==> src/rtl/spike_rate_decoder.sv <==
// Spike-train readout: counts spikes over a programmable window and reports the
// spike count plus the index of the first spike through a valid/ready handshake.
module spike_rate_decoder #(
    parameter int CNT_W = 8
) (
    input  logic             clk,
    input  logic             rst,
    input  logic             spike,
    input  logic             en,
    input  logic [CNT_W-1:0] window_len,
    output logic [CNT_W-1:0] rate,
    output logic [CNT_W-1:0] first_lat,
    output logic             valid,
    input  logic             ready,
    output logic             missed,
    output logic             busy
);

    typedef enum logic [1:0] {
        IDLE  = 2'd0,
        COUNT = 2'd1,
        HOLD  = 2'd2
    } state_t;

    localparam logic [CNT_W-1:0] ONES = '1;
    localparam logic [CNT_W-1:0] ZERO = '0;
    localparam logic [CNT_W-1:0] ONE  = {{(CNT_W-1){1'b0}}, 1'b1};

    state_t           state_reg, state_next;
    logic [CNT_W-1:0] len_reg, len_next;
    logic [CNT_W-1:0] cnt_reg, cnt_next;
    logic [CNT_W-1:0] lat_reg, lat_next;
    logic [CNT_W-1:0] idx_reg, idx_next;
    logic             seen_reg, seen_next;
    logic [CNT_W-1:0] rate_reg, rate_next;
    logic [CNT_W-1:0] first_lat_reg, first_lat_next;
    logic             valid_reg, valid_next;
    logic             missed_reg, missed_next;

    // Values including the spike sampled this cycle, so the final index is
    // folded into the registered result on the same edge.
    logic [CNT_W-1:0] cnt_upd;
    logic [CNT_W-1:0] lat_upd;
    logic             seen_upd;
    logic [CNT_W-1:0] len_m1;
    logic             last_idx;
    logic             start;

    // A length of 0 maps to a full 2^CNT_W window because len-1 wraps to all-ones.
    assign len_m1   = len_reg - ONE;
    assign last_idx = (idx_reg == len_m1);

    always_comb begin
        cnt_upd  = cnt_reg;
        lat_upd  = lat_reg;
        seen_upd = seen_reg;
        if (spike) begin
            if (cnt_reg != ONES) begin
                cnt_upd = cnt_reg + ONE;
            end
            if (!seen_reg) begin
                lat_upd  = idx_reg;
                seen_upd = 1'b1;
            end
        end
    end

    always_comb begin
        state_next     = state_reg;
        len_next       = len_reg;
        cnt_next       = cnt_reg;
        lat_next       = lat_reg;
        idx_next       = idx_reg;
        seen_next      = seen_reg;
        rate_next      = rate_reg;
        first_lat_next = first_lat_reg;
        valid_next     = valid_reg;
        missed_next    = missed_reg;
        start          = 1'b0;

        case (state_reg)
            IDLE: begin
                if (en) begin
                    start = 1'b1;
                end
            end
            COUNT: begin
                if (!en) begin
                    state_next = IDLE;
                end else begin
                    cnt_next  = cnt_upd;
                    lat_next  = lat_upd;
                    seen_next = seen_upd;
                    idx_next  = idx_reg + ONE;
                    if (last_idx) begin
                        rate_next      = cnt_upd;
                        first_lat_next = seen_upd ? lat_upd : ONES;
                        valid_next     = 1'b1;
                        state_next     = HOLD;
                    end
                end
            end
            HOLD: begin
                if (spike) begin
                    missed_next = 1'b1;
                end
                if (valid_reg && ready) begin
                    valid_next = 1'b0;
                    if (en) begin
                        start = 1'b1;
                    end else begin
                        state_next = IDLE;
                    end
                end
            end
            default: begin
                state_next = IDLE;
            end
        endcase

        // A new window both from IDLE and straight out of a completed handshake.
        if (start) begin
            len_next   = window_len;
            cnt_next   = ZERO;
            lat_next   = ZERO;
            idx_next   = ZERO;
            seen_next  = 1'b0;
            state_next = COUNT;
        end
    end

    always_ff @(posedge clk or posedge rst) begin
        if (rst) begin
            state_reg     <= IDLE;
            len_reg       <= ZERO;
            cnt_reg       <= ZERO;
            lat_reg       <= ZERO;
            idx_reg       <= ZERO;
            seen_reg      <= 1'b0;
            rate_reg      <= ZERO;
            first_lat_reg <= ZERO;
            valid_reg     <= 1'b0;
            missed_reg    <= 1'b0;
        end else begin
            state_reg     <= state_next;
            len_reg       <= len_next;
            cnt_reg       <= cnt_next;
            lat_reg       <= lat_next;
            idx_reg       <= idx_next;
            seen_reg      <= seen_next;
            rate_reg      <= rate_next;
            first_lat_reg <= first_lat_next;
            valid_reg     <= valid_next;
            missed_reg    <= missed_next;
        end
    end

    assign rate      = rate_reg;
    assign first_lat = first_lat_reg;
    assign valid     = valid_reg;
    assign missed    = missed_reg;
    assign busy      = (state_reg == COUNT);

endmodule

==> config.mk <==
export PLATFORM = sky130hd
export DESIGN_NAME = spike_rate_decoder
export DESIGN_NICKNAME = d
export VERILOG_FILES = /design/src/rtl/spike_rate_decoder.sv
export SDC_FILE = /design/constraint.sdc
export NUM_CORES = 1
export LEC_CHECK = 0
export CAP_MARGIN = 20
export CORE_MARGIN = 2
export CORE_UTILIZATION = 55
export CTS_BUF_LIST = sky130_fd_sc_hd__clkbuf_16
export DETAILED_ROUTE_END_ITERATION = 10
export PLACE_DENSITY = 0.79
export SYNTH_ARGS = -nofsm -noshare
export SYNTH_HDL_FRONTEND = slang
export SYNTH_SLANG_ARGS = --single-unit
==> constraint.sdc <==
create_clock -name clk -period 3.2 [get_ports clk]
set_clock_uncertainty 0.1 [all_clocks]
set_input_delay 0.64 -clock clk [delete_from_list [all_inputs] [get_ports clk]]
set_output_delay 0.64 -clock clk [all_outputs]
set_load 0.01 [all_outputs]
---- After elaboration in Yosys (flattened, before gate mapping) ----
Index checks and enable logic that the tools add are counted.
word-level totals
  register bits after elaboration ......... 53
  bits in latches ......................... 0
  memory bits (writable) .................. 0
  bits in read-only memories .............. 0
  input bits .............................. 13
  output and inout bits ................... 19
  word-level logic and storage cells ...... 65
  memories ................................ 0
cells by class
  add/sub/neg operators ................... 3
  $mul .................................... 0
  divide/modulo/power cells ............... 0
  magnitude comparators ................... 0
  equality and inequality tests ........... 11
  shift-type cells ........................ 0
  muxes and demuxes ....................... 31
  bitwise logic cells ..................... 0
  reductions and logical operators ........ 10
operators by type and width
  cell                                                    count
  two-way mux 8 bit                                       14
  adder 8 x 1 -> 8 bit (second input constant)            2
  two-way mux 2 bit                                       5
  two-way mux 1 bit                                       9
  == test 8 bit                                           1
  inequality test 8 bit (second input constant)           1
  AND reduction 4 bit                                     2
  subtractor 8 x 1 -> 8 bit (second input constant)       1
  inequality test 2 bit (second input constant)           3
  inequality test 3 bit (second input constant)           2
  one-hot mux 2 bit (3 select lines)                      1
  nonzero test 2 bit                                      3
  inequality test 4 x 2 -> 1 bit (second input constant)  1
  one-hot mux 1 bit (2 select lines)                      2
  AND reduction 2 bit                                     2
  AND reduction 3 bit                                     1
  == test 2 x 1 -> 1 bit (second input constant)          1
  == test 2 bit (second input constant)                   1
  logical NOT 2 bit                                       1
  inequality test 2 x 1 -> 1 bit (second input constant)  1
  logical AND 1 bit                                       1

---- Longest topological paths before layout ----
  depth after elaboration ................. 6
  gate-level depth with buffers ........... 9

---- Least setup slack after synthesis ----
OpenSTA, ideal clock, no wires.
  path kind ............................... register to register
  from .................................... reg len_reg[0]
  to ...................................... reg first_lat_reg[0], in the netlist first_lat[0]
  arrival ................................. 2.439 ns
  data required time ...................... 2.975 ns
  setup slack ............................. 0.536 ns
  cell stages (with the launch flop) ...... 10
  buffers on the path ..................... 1
  path through ............................ dfrtp_1 inv_1 ha_1 or3b_1 a211o_1 a311oi_1 o211ai_2 nor2_4 buf_6 mux2_4
on the way
  cells in the longest elaborated chain, start to end .. 3
RTL lines
  item                           line  source
  start, declared                30    logic [CNT_W-1:0] len_reg, len_next;
  start signal, assigned         146   len_reg <= len_next;
  subtractor 8 x 1 -> 8 bit      50    assign len_m1 = len_reg - ONE;
  == test 8 bit                  51    assign last_idx = (idx_reg == len_m1);
  AND reduction 3 bit (no line)  -
  end signal, assigned           152   first_lat_reg <= first_lat_next;
  end, declared                  36    logic [CNT_W-1:0] first_lat_reg, first_lat_next;
No other way between the ends.
A chain may end at the register's enable or synchronous reset.

---- Worst setup path in the final report ----
  from .................................... reg len_reg[0]
  to ...................................... reg first_lat_reg[7], in the netlist first_lat[7]
The elaborated chain is that of the path after synthesis.

==> impl_metrics.py <==
metrics = {
    "clock_tree": {
        "cts.sinks": 53,
        "cts-root-buf": "clkbuf_16",
        "post_cts_resized": 0,
        "path_clk_slew_ns": 0.07,
        "cts_setup_buffers": 0,
        "cts_buffers": 5,
        "cts_tree": "yes",
        "clk-insertion-delay-late_ns": 0.29,
        "htree_levels": 2,
        "ctsHoldBuffers": 0,
        "clockBufferDepth": 2,
    },
    "hold_path": {
        "worstHoldStart": "missed",
        "hold_class": "reg -> reg",
    },
    "routing": {
        "vias": 1934,
        "routed_wl_mm": 5.100,
        "viasPerCell": 5.756,
        "firstDrtPassIters": 4,
        "wl_per_cell_um": 15.18,
        "drt_iter0_drc": 89,
        "final_antenna_net_count": 0,
        "post-route-drc-count": 0,
    },
    "synthesis": {
        "ys_seq_area_share_pct": 50.52,
        "synth_edf_count": 0,
        "synth_cell_types": 43,
        "synth.avg_cell_area_um2": 10.63,
        "yosysWarnings": 0,
        "synth-main-ff-cell": "dfrtp_1",
        "syn_nets": 263,
        "postSynthCellCount": 247,
        "syn-cell-area_um2": 2625,
        "async_flop_share_pct": 100.0,
        "synth_seq_cells": 53,
    },
    "placed_design": {
        "dpl.hpwl_mm": 3.643,
        "gp_congestion": 0.8621,
        "io_buffers": 31,
    },
    "cells_and_area": {
        "syn_to_final_growth_pct": 20.11,
        "drive_above_1_share_pct": 15.25,
        "diodes": 0,
        "final_common_cell": "dfrtp_1",
        "final_util_pct": 67.65,
        "mostFrequentLayoutCells": "dfrtp_1, nand2_1, clkdlybuf4s50_1",
        "nets": 298,
    },
    "setup_path": {
        "r2r_start": "len_reg[0]",
        "path_max_fanout": 10,
        "worstPathCellList": "inv_1 -> ha_1 -> or3b_1 -> a211o_1 -> a311oi_1 -> o211ai_2 -> nor2_4 -> buf_4 -> mux2_2",
        "critical-path-top-delay-family": "compound AO/OA/AOI/OAI gates",
        "cp-start-kind": "flip-flop",
        "slowest_delay_ns": 0.44,
        "cp_data_arrival_time_ns": 2.89,
        "cp-end-kind": "flip-flop",
        "crit_start": "len_reg[0]",
        "path_class": "reg -> reg",
        "cp_num_buf_inv": 2,
        "critical_path_required_ns": 3.28,
        "critPathSlowestCell": "dfrtp_1",
    },
    "run_status": {
        "status": "finished, final reports clean",
    },
    "floorplan": {
        "dieArea_um2": 5341,
        "die_y_um": 73.09,
        "io_pins": 32,
        "die_w_um": 73.09,
        "start_util_pct": 56.32,
        "core_area_um2": 4661,
        "core.rowCount": 25,
    },
    "sta": {
        "slew_headroom_pct": 65.46,
        "max_freq_mhz": 355.0,
        "finalCriticalPeriod_ns": 2.817,
        "maxSlewViolCount": 0,
        "rsz0062_at_grt": "false",
        "setup_viol": 0,
        "hold_viol_final": 0,
        "fin_tns_setup_ns": 0,
        "worst-slew-pin-transition_ns": 0.5181,
        "timing.final.crit_share_pct": 88.04,
    },
    "power": {
        "peakVddDrop_mv": 0.2748,
        "leakage_nw": 1.404,
        "power_density_nw_per_um2": 550.3,
    },
    "global_route": {
        "grt_start_max_net_pins": 21,
        "grt_pass1_vias": 1915,
        "antenna_found_initial": 0,
        "grt_pass1_wl_mm": 8.845,
        "grt.total_usage_pct": 21.55,
        "gr-total-overflow": 0,
    },
    "run": {
        "cap_violations": 0,
    },
}
## layer usage
layer | vias up | share of wire (%) | routed length, µm | global-route usage (%)
met5 | - | 0 | 0 | 0
met3 | 9 | 5.0 | 257 | 4.558
met1 | 933 | 45 | 2317 | 28.61
met4 | 0 | 1.7 | 87 | 7.819
met2 | 56 | 48 | 2438 | 34.83
li1 | 936 | - | - | -
## cell usage after synthesis (5+ instances only)
cell	n	share of area (%)
dfrtp_1	53	51
nand2_1	35	5.0
o21ai_0	19	3.6
nor2_1	17	2.4
mux2_2	14	6.0
xnor2_1	10	3.3
clkbuf_1	9	1.3
mux2_4	8	4.6
xor2_1	8	2.7
a21oi_1	7	1.3
a22o_1	7	2.3
o2bb2ai_1	5	1.7
## through the flow
| step | setup slack [ns] | hold WS, ns | cells | total power, mW | cell area (µm²) |
|---|---|---|---|---|---|
| 2_1_floorplan | 0.5358 | 0.3659 | 247 | 1.104 | 2625 |
| 3_3_place_gp | 0.4427 | 0.3450 | 329 | 1.235 | 3020 |
| 3_5_place_dp | 0.3386 | 0.3475 | 329 | 1.248 | 3020 |
| 4_1_cts | 0.3497 | 0.3620 | 336 | 1.750 | 3153 |
| 5_1_grt | 0.1728 | 0.3861 | 336 | 1.838 | 3153 |
| 6_report | 0.3827 | 0.3610 | 336 | 1.735 | 3153 |
## area by class of cell
type,instances,area (µm²)
clock inverter,2,7.507
clock buffer,5,125.1
inverter,4,15.01
fill,378,1508
multi-input combinational,178,1234
tap,54,67.56
timing repair buffer,40,377.9
sequential,53,1326
## worst paths after layout
check,to,slack [ns],cells past startpoint
max,first_lat[7],0.38,9
min,missed,0.36,1
max reg2reg,first_lat[7],0.38,9
min reg2reg,missed,0.36,1
max in group asynchronous,idx_reg[3],1.89,3
min in group asynchronous,lat_reg[1],0.53,2
## where the power goes
part	total [mW]	switching [mW]	internal [mW]
sequential	0.850	0.101	0.748
combinational	0.386	0.174	0.212
clock	0.499	0.219	0.280
total	1.73	0.494	1.24
## cells by family (layout without fill, tap and decap cells)
kind of cell	Yosys count	after routing	synth area share [%]
xor gates and xnor gates	18	18	6.006
and+or+nand+nor	82	82	15.35
DFF	53	53	50.52
muxes	23	23	10.96
buffers and inverters	16	51	2.621
AOI/OAI and AO/OA	52	52	13.11
adders and majority gates	3	3	1.430
Note: power is estimated with default switching activity, not from simulation.
